--- src/rtl/forth_bus_pkg.sv ---
// forth_bus_pkg
// Shared constants and types for the Forth CPU data-bus slave:
//   - I/O page address map (IO_BASE .. ADDR_LASTACK)
//   - bus FSM state enum
//   - TCTRL / ISTAT bit positions
package forth_bus_pkg;

  localparam logic [15:0] IO_BASE      = 16'hFF00;
  localparam logic [15:0] ADDR_TCOUNT  = 16'hFF00;
  localparam logic [15:0] ADDR_TRELOAD = 16'hFF01;
  localparam logic [15:0] ADDR_TCTRL   = 16'hFF02;
  localparam logic [15:0] ADDR_ISTAT   = 16'hFF03;
  localparam logic [15:0] ADDR_GPIO    = 16'hFF04;
  localparam logic [15:0] ADDR_LASTACK = 16'hFF05;

  localparam int TCTRL_EN    = 0;
  localparam int TCTRL_IE    = 1;
  localparam int ISTAT_TIMER = 0;
  localparam int ISTAT_EXT   = 1;

  typedef enum logic [1:0] {
    ST_IDLE = 2'd0,
    ST_WAIT = 2'd1,
    ST_ACK  = 2'd2,
    ST_DONE = 2'd3
  } bus_state_t;

endpackage

--- src/rtl/forth_bus_controller_if.sv ---
// forth_bus_controller_if
// CPU data-bus bundle between the Forth CPU (master) and the bus controller (slave).
//   mem_address / mem_wdata / mem_valid / mem_nwr : master -> slave
//   mem_rdata / mem_ready                         : slave -> master
// Handshake: the master raises mem_valid with address, data and nwr stable and
// keeps them stable until it sees mem_ready. mem_ready is a one-cycle pulse that
// completes exactly one transfer; mem_rdata is valid in that cycle. The master
// must drop mem_valid before the slave will accept another request, so a valid
// held past mem_ready never starts a second transfer.
interface forth_bus_controller_if #(
  parameter int WIDTH = 16
);
  logic [WIDTH-1:0] mem_address;
  logic [WIDTH-1:0] mem_wdata;
  logic [WIDTH-1:0] mem_rdata;
  logic             mem_valid;
  logic             mem_nwr;
  logic             mem_ready;

  modport master (
    output mem_address, mem_wdata, mem_valid, mem_nwr,
    input  mem_rdata, mem_ready
  );

  modport slave (
    input  mem_address, mem_wdata, mem_valid, mem_nwr,
    output mem_rdata, mem_ready
  );
endinterface

--- src/rtl/forth_timer.sv ---
// forth_timer
// Interval timer: prescaler, down-counter with reload, and a tick-at-zero pulse.
//   clk, nreset   : clock, async active-low reset
//   i_en          : timer enable (TCTRL.EN)
//   i_start       : EN 0->1 write; loads the count and clears the prescaler
//   i_reload      : reload value (TRELOAD)
//   o_count       : current count (TCOUNT)
//   o_zero_tick   : high in the cycle whose closing edge reloads from zero
module forth_timer #(
  parameter int WIDTH         = 16,
  parameter int PRESCALE_BITS = 4
) (
  input  logic             clk,
  input  logic             nreset,
  input  logic             i_en,
  input  logic             i_start,
  input  logic [WIDTH-1:0] i_reload,
  output logic [WIDTH-1:0] o_count,
  output logic             o_zero_tick
);

  logic             w_tick;
  logic [WIDTH-1:0] r_count;

  generate
    if (PRESCALE_BITS == 0) begin : g_nopre
      assign w_tick = i_en;
    end else begin : g_pre
      logic [PRESCALE_BITS-1:0] r_pre;
      always_ff @(posedge clk or negedge nreset) begin
        if (!nreset)      r_pre <= '0;
        else if (i_start) r_pre <= '0;
        else if (i_en)    r_pre <= r_pre + 1'b1;
      end
      // One tick per full prescaler wrap.
      assign w_tick = i_en & (&r_pre);
    end
  endgenerate

  always_ff @(posedge clk or negedge nreset) begin
    if (!nreset)      r_count <= '0;
    else if (i_start) r_count <= i_reload;
    else if (w_tick)  r_count <= (r_count == '0) ? i_reload : r_count - 1'b1;
  end

  assign o_count     = r_count;
  assign o_zero_tick = w_tick & (r_count == '0);

endmodule

--- src/rtl/forth_bus_controller.sv ---
// forth_bus_controller
// Memory-mapped slave on the Forth CPU data bus: word RAM below 0xFF00, I/O page
// at 0xFF00-0xFF05 (timer, interrupt status, GPIO, last ack), interrupt outputs.
//   clk, nreset   : clock, async active-low reset
//   bus           : forth_bus_controller_if slave modport (mem_* signals)
//   interrupt     : bit0 timer (gated by IE), bit1 external
//   interrupt_ack : interrupt number last taken by the CPU
//   ext_irq       : asynchronous external interrupt request
//   gpio_out      : GPIO register
//   o_dbg_state   : bus FSM state
// Macro FORTH_BUS_EXT_IRQ_EN enables the external interrupt path; without it
// ext_irq is ignored and ISTAT bit1 / interrupt[1] are tied to 0.
module forth_bus_controller
  import forth_bus_pkg::*;
#(
  parameter int WIDTH         = 16,
  parameter int RAM_BITS      = 8,
  parameter int WAIT_STATES   = 0,
  parameter int PRESCALE_BITS = 4
) (
  input  logic                    clk,
  input  logic                    nreset,
  forth_bus_controller_if.slave   bus,
  output logic [1:0]              interrupt,
  input  logic [1:0]              interrupt_ack,
  input  logic                    ext_irq,
  output logic [WIDTH-1:0]        gpio_out,
  output bus_state_t              o_dbg_state
);

  bus_state_t       r_state, w_next;
  logic [3:0]       r_wait;
  logic [WIDTH-1:0] r_addr, r_wdata, r_rdata, w_rd_data;
  logic             r_nwr;

  logic [WIDTH-1:0] r_treload, r_gpio, w_tcount;
  logic [1:0]       r_tctrl, r_istat, r_lastack;
  logic [WIDTH-1:0] r_ram [2**RAM_BITS];

  logic w_is_ram, w_wr, w_wr_ram, w_rd_ack;
  logic w_wr_treload, w_wr_tctrl, w_wr_istat, w_wr_gpio;
  logic w_tstart, w_zero_tick, w_clr_timer, w_ext_next;

  // ---------------- bus FSM ----------------
  always_ff @(posedge clk or negedge nreset) begin
    if (!nreset) r_state <= ST_IDLE;
    else         r_state <= w_next;
  end

  always_comb begin
    w_next = r_state;
    case (r_state)
      ST_IDLE: if (bus.mem_valid) w_next = (WAIT_STATES == 0) ? ST_ACK : ST_WAIT;
      // Counter holds the cycles still to wait; leave when this one is the last.
      ST_WAIT: if (r_wait <= 4'd1) w_next = ST_ACK;
      ST_ACK:  w_next = ST_DONE;
      ST_DONE: if (!bus.mem_valid) w_next = ST_IDLE;
      default: w_next = ST_IDLE;
    endcase
  end

  always_ff @(posedge clk or negedge nreset) begin
    if (!nreset) begin
      r_addr  <= '0;
      r_wdata <= '0;
      r_nwr   <= 1'b1;
      r_wait  <= '0;
    end else if (r_state == ST_IDLE && bus.mem_valid) begin
      r_addr  <= bus.mem_address;
      r_wdata <= bus.mem_wdata;
      r_nwr   <= bus.mem_nwr;
      r_wait  <= 4'(WAIT_STATES);
    end else if (r_state == ST_WAIT) begin
      r_wait  <= r_wait - 1'b1;
    end
  end

  assign o_dbg_state   = r_state;
  assign bus.mem_ready = (r_state == ST_ACK);

  // ---------------- decode ----------------
  assign w_is_ram     = (r_addr < WIDTH'(IO_BASE));
  assign w_wr         = (r_state == ST_ACK) & ~r_nwr;
  assign w_rd_ack     = (r_state == ST_ACK) & r_nwr;
  assign w_wr_ram     = w_wr & w_is_ram;
  assign w_wr_treload = w_wr & (r_addr == WIDTH'(ADDR_TRELOAD));
  assign w_wr_tctrl   = w_wr & (r_addr == WIDTH'(ADDR_TCTRL));
  assign w_wr_istat   = w_wr & (r_addr == WIDTH'(ADDR_ISTAT));
  assign w_wr_gpio    = w_wr & (r_addr == WIDTH'(ADDR_GPIO));
  assign w_tstart     = w_wr_tctrl & r_wdata[TCTRL_EN] & ~r_tctrl[TCTRL_EN];
  assign w_clr_timer  = w_wr_istat & r_wdata[ISTAT_TIMER];

  always_comb begin
    w_rd_data = '0;
    if (w_is_ram) begin
      w_rd_data = r_ram[r_addr[RAM_BITS-1:0]];
    end else begin
      case (r_addr)
        WIDTH'(ADDR_TCOUNT):  w_rd_data = w_tcount;
        WIDTH'(ADDR_TRELOAD): w_rd_data = r_treload;
        WIDTH'(ADDR_TCTRL):   w_rd_data = {{(WIDTH-2){1'b0}}, r_tctrl};
        WIDTH'(ADDR_ISTAT):   w_rd_data = {{(WIDTH-2){1'b0}}, r_istat};
        WIDTH'(ADDR_GPIO):    w_rd_data = r_gpio;
        WIDTH'(ADDR_LASTACK): w_rd_data = {{(WIDTH-2){1'b0}}, r_lastack};
        default:              w_rd_data = '0;
      endcase
    end
  end

  // Live data during the ACK of a read, otherwise the last value read.
  assign bus.mem_rdata = w_rd_ack ? w_rd_data : r_rdata;

  always_ff @(posedge clk) begin
    if (w_wr_ram) r_ram[r_addr[RAM_BITS-1:0]] <= r_wdata;
  end

  // ---------------- timer ----------------
  forth_timer #(
    .WIDTH         (WIDTH),
    .PRESCALE_BITS (PRESCALE_BITS)
  ) u_timer (
    .clk         (clk),
    .nreset      (nreset),
    .i_en        (r_tctrl[TCTRL_EN]),
    .i_start     (w_tstart),
    .i_reload    (r_treload),
    .o_count     (w_tcount),
    .o_zero_tick (w_zero_tick)
  );

  // ---------------- external interrupt ----------------
`ifdef FORTH_BUS_EXT_IRQ_EN
  logic [2:0] r_sync;
  logic       w_ext_rise, w_clr_ext;
  always_ff @(posedge clk or negedge nreset) begin
    if (!nreset) r_sync <= '0;
    else         r_sync <= {r_sync[1:0], ext_irq};
  end
  // r_sync[1] is the synchronized level; r_sync[2] is its previous value.
  assign w_ext_rise = r_sync[1] & ~r_sync[2];
  assign w_clr_ext  = w_wr_istat & r_wdata[ISTAT_EXT];
  assign w_ext_next = (r_istat[ISTAT_EXT] & ~w_clr_ext) | w_ext_rise;
`else
  logic w_unused_ext_irq;
  assign w_unused_ext_irq = ext_irq;
  assign w_ext_next       = 1'b0;
`endif

  // ---------------- registers ----------------
  always_ff @(posedge clk or negedge nreset) begin
    if (!nreset) begin
      r_treload <= '0;
      r_tctrl   <= '0;
      r_gpio    <= '0;
      r_lastack <= '0;
      r_istat   <= '0;
      r_rdata   <= '0;
    end else begin
      if (w_wr_treload) r_treload <= r_wdata;
      if (w_wr_tctrl)   r_tctrl   <= r_wdata[1:0];
      if (w_wr_gpio)    r_gpio    <= r_wdata;
      if (interrupt_ack != 2'b00) r_lastack <= interrupt_ack;
      if (w_rd_ack)     r_rdata   <= w_rd_data;
      // A set event in the same cycle as a W1C wins.
      r_istat[ISTAT_TIMER] <= (r_istat[ISTAT_TIMER] & ~w_clr_timer) | w_zero_tick;
      r_istat[ISTAT_EXT]   <= w_ext_next;
    end
  end

  assign interrupt[ISTAT_TIMER] = r_istat[ISTAT_TIMER] & r_tctrl[TCTRL_IE];
  assign interrupt[ISTAT_EXT]   = r_istat[ISTAT_EXT];
  assign gpio_out               = r_gpio;

endmodule

--- src/flat_wrapper.sv ---
// flat-port wrapper written by rule: the top's interface ports become plain ports
module forth_bus_controller_flat import forth_bus_pkg::*;
#(
  parameter int WIDTH         = 16,
  parameter int RAM_BITS      = 8,
  parameter int WAIT_STATES   = 0,
  parameter int PRESCALE_BITS = 4
)
  (clk, nreset, interrupt, interrupt_ack, ext_irq, gpio_out, o_dbg_state, bus_mem_address, bus_mem_wdata, bus_mem_valid, bus_mem_nwr, bus_mem_rdata, bus_mem_ready);
  forth_bus_controller_if #(.WIDTH(WIDTH)) bus_i ();
  input  logic clk;
  input  logic nreset;
  output logic [1:0] interrupt;
  input  logic [1:0] interrupt_ack;
  input  logic ext_irq;
  output logic [WIDTH-1:0] gpio_out;
  output bus_state_t o_dbg_state;
  input wire logic [$bits(bus_i.mem_address)-1:0] bus_mem_address;
  input wire logic [$bits(bus_i.mem_wdata)-1:0] bus_mem_wdata;
  input wire logic [$bits(bus_i.mem_valid)-1:0] bus_mem_valid;
  input wire logic [$bits(bus_i.mem_nwr)-1:0] bus_mem_nwr;
  output wire logic [$bits(bus_i.mem_rdata)-1:0] bus_mem_rdata;
  output wire logic [$bits(bus_i.mem_ready)-1:0] bus_mem_ready;
  assign bus_i.mem_address = bus_mem_address;
  assign bus_i.mem_wdata = bus_mem_wdata;
  assign bus_i.mem_valid = bus_mem_valid;
  assign bus_i.mem_nwr = bus_mem_nwr;
  assign bus_mem_rdata = bus_i.mem_rdata;
  assign bus_mem_ready = bus_i.mem_ready;
  forth_bus_controller #(.WIDTH(WIDTH), .RAM_BITS(RAM_BITS), .WAIT_STATES(WAIT_STATES), .PRESCALE_BITS(PRESCALE_BITS)) u_core (.clk(clk), .nreset(nreset), .bus(bus_i), .interrupt(interrupt), .interrupt_ack(interrupt_ack), .ext_irq(ext_irq), .gpio_out(gpio_out), .o_dbg_state(o_dbg_state));
endmodule
--- config.mk ---
export PLATFORM = sky130hd
export DESIGN_NAME = forth_bus_controller_flat
export DESIGN_NICKNAME = d
export VERILOG_FILES = /design/src/rtl/forth_bus_pkg.sv /design/src/rtl/forth_bus_controller_if.sv /design/src/rtl/forth_timer.sv /design/src/rtl/forth_bus_controller.sv /design/src/flat_wrapper.sv
export SDC_FILE = /design/constraint.sdc
export NUM_CORES = 2
export LEC_CHECK = 0
export CORE_UTILIZATION = 29
export CTS_CLUSTER_SIZE = 25
export DETAILED_ROUTE_END_ITERATION = 12
export PLACE_DENSITY_LB_ADDON = 0.3
export RECOVER_POWER = 25
export SYNTH_ARGS = -nofsm -noshare
export SYNTH_HDL_FRONTEND = slang
export SYNTH_HIERARCHICAL = 1
export SYNTH_SLANG_ARGS = --single-unit
export TNS_END_PERCENT = 20
--- constraint.sdc ---
create_clock -name clk -period 5.7 [get_ports clk]
set_input_delay 1.14 -clock clk [delete_from_list [all_inputs] [get_ports clk]]
set_output_delay 1.14 -clock clk [all_outputs]
set_load 0.05 [all_outputs]
==> flow_summary.yaml <==
finish:
  drive_above_1_share: 0.2983
  fillers: 51690
  fin_nets: 8603
  stdcell_area_sq_um: 193200
  syn_to_final_growth_pct: 18.74
  fin_cells: 16370
routing:
  wirelength_um: 477800
  first_pass_iters: 6
  drt_iter0_drc: 10300
  vias_per_cell: 5.072
  drc_errors: 0
  antenna_left: 0
  wl_per_cell_um: 29.18
  vias: 83030
critical_path:
  crit_fanout: 8
  critPathArrivalTime_ps: 4740
  critPathKind: "flop to primary output"
  reg2reg_depth: 1
  r2r_start: "u_core/r_wdata[7]"
  start_kind: "flop"
  regToRegEndpoint: "u_core/r_ram[132][7]"
  crit_required_ps: 4560
  end_kind: "primary output"
  ff2ff_setup_slack_ps: 90
clock_network:
  path_clk_slew_ps: 60
  cts_buffers: 411
  tritoncts: "built"
  insertion_delay_ps: 1050
  htreeDepth: 5
  cts_root_buf: "clkbuf_16"
  clock_path_buffers: 4
  cts_sinks: 4208
  ctsHoldBuffers: 0
hold_path:
  min_to: "u_core/r_istat[0]"
  hold_path_depth: 1
  min_from: "u_core/r_istat[0]"
  hp-class: "flop to flop"
yosys:
  synth_area_sq_um: 162700
  postSynthCellCount: 7689
  synth_edf_count: 4096
  ys_seq_elements: 4208
  yosys.cell_types.count: 89
  ys.flop_type: "edfxtp_1"
  async_flop_share: 0.02662
  avgSynthCellArea_sq_um: 21.16
  syn_nets: 7733
  yosys_warnings: 6
  yosysSeqAreaShare: 0.7732
pwr:
  power_mw: 102.0
  p_per_area_nw_per_um2: 528.0
  p_leak_nw: 60.90
  ir_worst_vdd_v: 0.0005395
placed_design:
  place.gp.congestion: 0.8393
  port_buffers: 73
  place_area_sq_um: 176900
  hpwl_um: 288100
  placed_cells: 15470
sta:
  slew_headroom: -2.157
  timing.fmax_mhz: 170.2
  period_share: 1.031
  slew_viol_final: 2963
  finalSetupViolCount: 9
  clock-skew-final_ps: 106.1
  min_period_ps: 5876
  hold_viol: 0
  finalWorstSetupSlack_ps: -176.1
  tightestPinTransition_ps: 4736
  rsz0062_at_grt: "yes"
floorplanning:
  die_y_um: 751.0
  die_area_sq_um: 564100
  pin_count: 76
  core_area_sq_um: 557800
  die_x_um: 751.0
  fp-row-count: 274
  initial_utilization: 0.2917
global_route:
  grt_max_degree: 170
  grt_pass1_vias: 84020
  grt_pass1_wl_um: 663800
  grt_overflow: 0
  antenna_found_initial: 36
  grt_usage: 0.1648
run:
  drv_cap: 32
outcome:
  outcome: "finished, violations left"
  failed_checks: "max-capacitance violations, max-slew violations, negative setup slack"
[layer usage]
layer,vias to the layer above,track usage,share of wire
li1,34050,-,-
met1,44870,0.2223,0.41
met2,3401,0.2705,0.48
met3,715,0.02700,0.073
met4,2,0.05680,0.038
met5,-,0,0.000027
[worst max path at each step]
stage                                      endpoint  cells past startpoint               from  slack, ps
after floorplan           u_core/u_timer/o_count[8]                      7  u_core/r_wdata[0]       1020
after global placement            bus_mem_rdata[13]                     13   u_core/r_addr[1]        200
after detailed placement          bus_mem_rdata[13]                     13   u_core/r_addr[1]        310
after CTS                         bus_mem_rdata[11]                     10   u_core/r_addr[1]       -100
after global routing               bus_mem_rdata[5]                     12   u_core/r_addr[0]       -190
final                             bus_mem_rdata[10]                     13   u_core/r_addr[3]       -180
[kinds of logic (layout without fill, tap and decap cells)]
kind of cell               after synthesis  in the layout  synth area share
DFF                                   4208           4208            0.7732
muxes                                 1338           1338            0.1522
and+or+nand+nor                        979            980           0.02850
AOI/OAI and AO/OA                      685            685           0.03036
buffers and inverters                  469           1686           0.01515
adders and majority gates                5              5         0.0003845
xor gates and xnor gates                 4              4         0.0002154
other                                    1             13        0.00002305
[layout by cell type, fill, tap and decap left out, types with 39 or more instances in the layout]
cell type        instances
clkinv_1                94
o22ai_1                 80
buf_4                  659
clkbuf_1                90
nor2_1                 313
a22oi_1                171
mux2_2                  67
edfxtp_1              4096
nand2_1                234
mux2i_1                364
nand4_1                 99
clkdlybuf4s50_1         55
buf_12                  66
mux4_2                 902
bufinv_16               39
clkinv_2                77
dfrtp_1                103
a21oi_1                 77
buf_6                   43
a22o_1                  42
nand3_1                111
clkbuf_16              414
[synthesized netlist by cell type, types with 68 or more instances]
cell	n	area [sq um]
nand2_1	251	942.2
a21oi_1	90	450.4
o22ai_1	88	550.5
buf_2	167	835.8
mux2i_1	368	3684
a22oi_1	208	1562
nand4_1	99	619.3
mux2_2	68	765.7
mux4_2	902	20310
clkbuf_1	160	600.6
dfrtp_1	111	2778
nand3_1	112	560.5
nor2_1	346	1299
edfxtp_1	4096	123000
[cell type report]
class	count	area [sq um]	area share
repair buffers	905	8999	0.04658
clock buffers	495	10620	0.05498
multi-input cells	3013	35590	0.1842
diodes	12	30.03	0.0001554
inverters	20	77.57	0.0004015
well taps	7452	9324	0.04826
clock inverters	266	2734	0.01415
flip-flops and latches	4208	125800	0.6513
[worst max-delay path, cell delays in order (launching register included)]
cell	delay, ps
dfrtp_4	510
buf_12	170
buf_4	190
or4b_4	620
buf_6	190
o22ai_1	130
nor4_1	80
buf_4	170
nand4_1	100
a21oi_1	60
buf_4	150
o211ai_1	790
a31o_1	280
buf_6	180
[sequential cells by signal (all words and copies together) (netlist names), 4 cells and up]
name	count
u_core/u_timer/o_count	16
u_core/r_treload	16
u_core/gpio_out	16
u_core/r_wait	4
u_core/u_timer/g_pre.r_pre	4
u_core/r_ram	4096
u_core/r_wdata	16
u_core/r_addr	16
u_core/r_rdata	16
[where the power goes]
part | switching, mW | leakage (nW) | total, mW | internal [mW]
Clock | 11.9 | 6.45 | 27.1 | 15.1
Sequential | 1.19 | 38.3 | 40.8 | 39.6
Combinational | 21.5 | 16.1 | 34.2 | 12.7
Total | 34.6 | 60.9 | 102 | 67.4
[stage by stage]
| stage | TNS [ps] | utilization | setup WS [ps] | hold slack, ps |
|---|---|---|---|---|
| 2_1_floorplan | 0 | - | 1017 | 449.0 |
| 3_3_place_gp | 0 | 0.3171 | 204.5 | 476.9 |
| 3_5_place_dp | 0 | 0.3171 | 310.0 | 495.6 |
| 4_1_cts | -1111 | 0.3464 | -104.6 | 110.8 |
| 5_1_grt | -15130 | 0.3463 | -190.8 | 525.0 |
| 6_report | -1062 | 0.3464 | -176.1 | 513.8 |
[timing repair]
| action | in CTS | in global routing |
|---|---|---|
| hold endpoints to repair | 0 | 0 |
| pin swaps | 58 | 12 |
| cloned | 27 | 2 |
| endpoints found under the setup margin | 16 | 16 |
| setup buffers | 91 | 13 |
| gates resized for setup | 275 | 23 |
(Power assumes the default switching activity.)
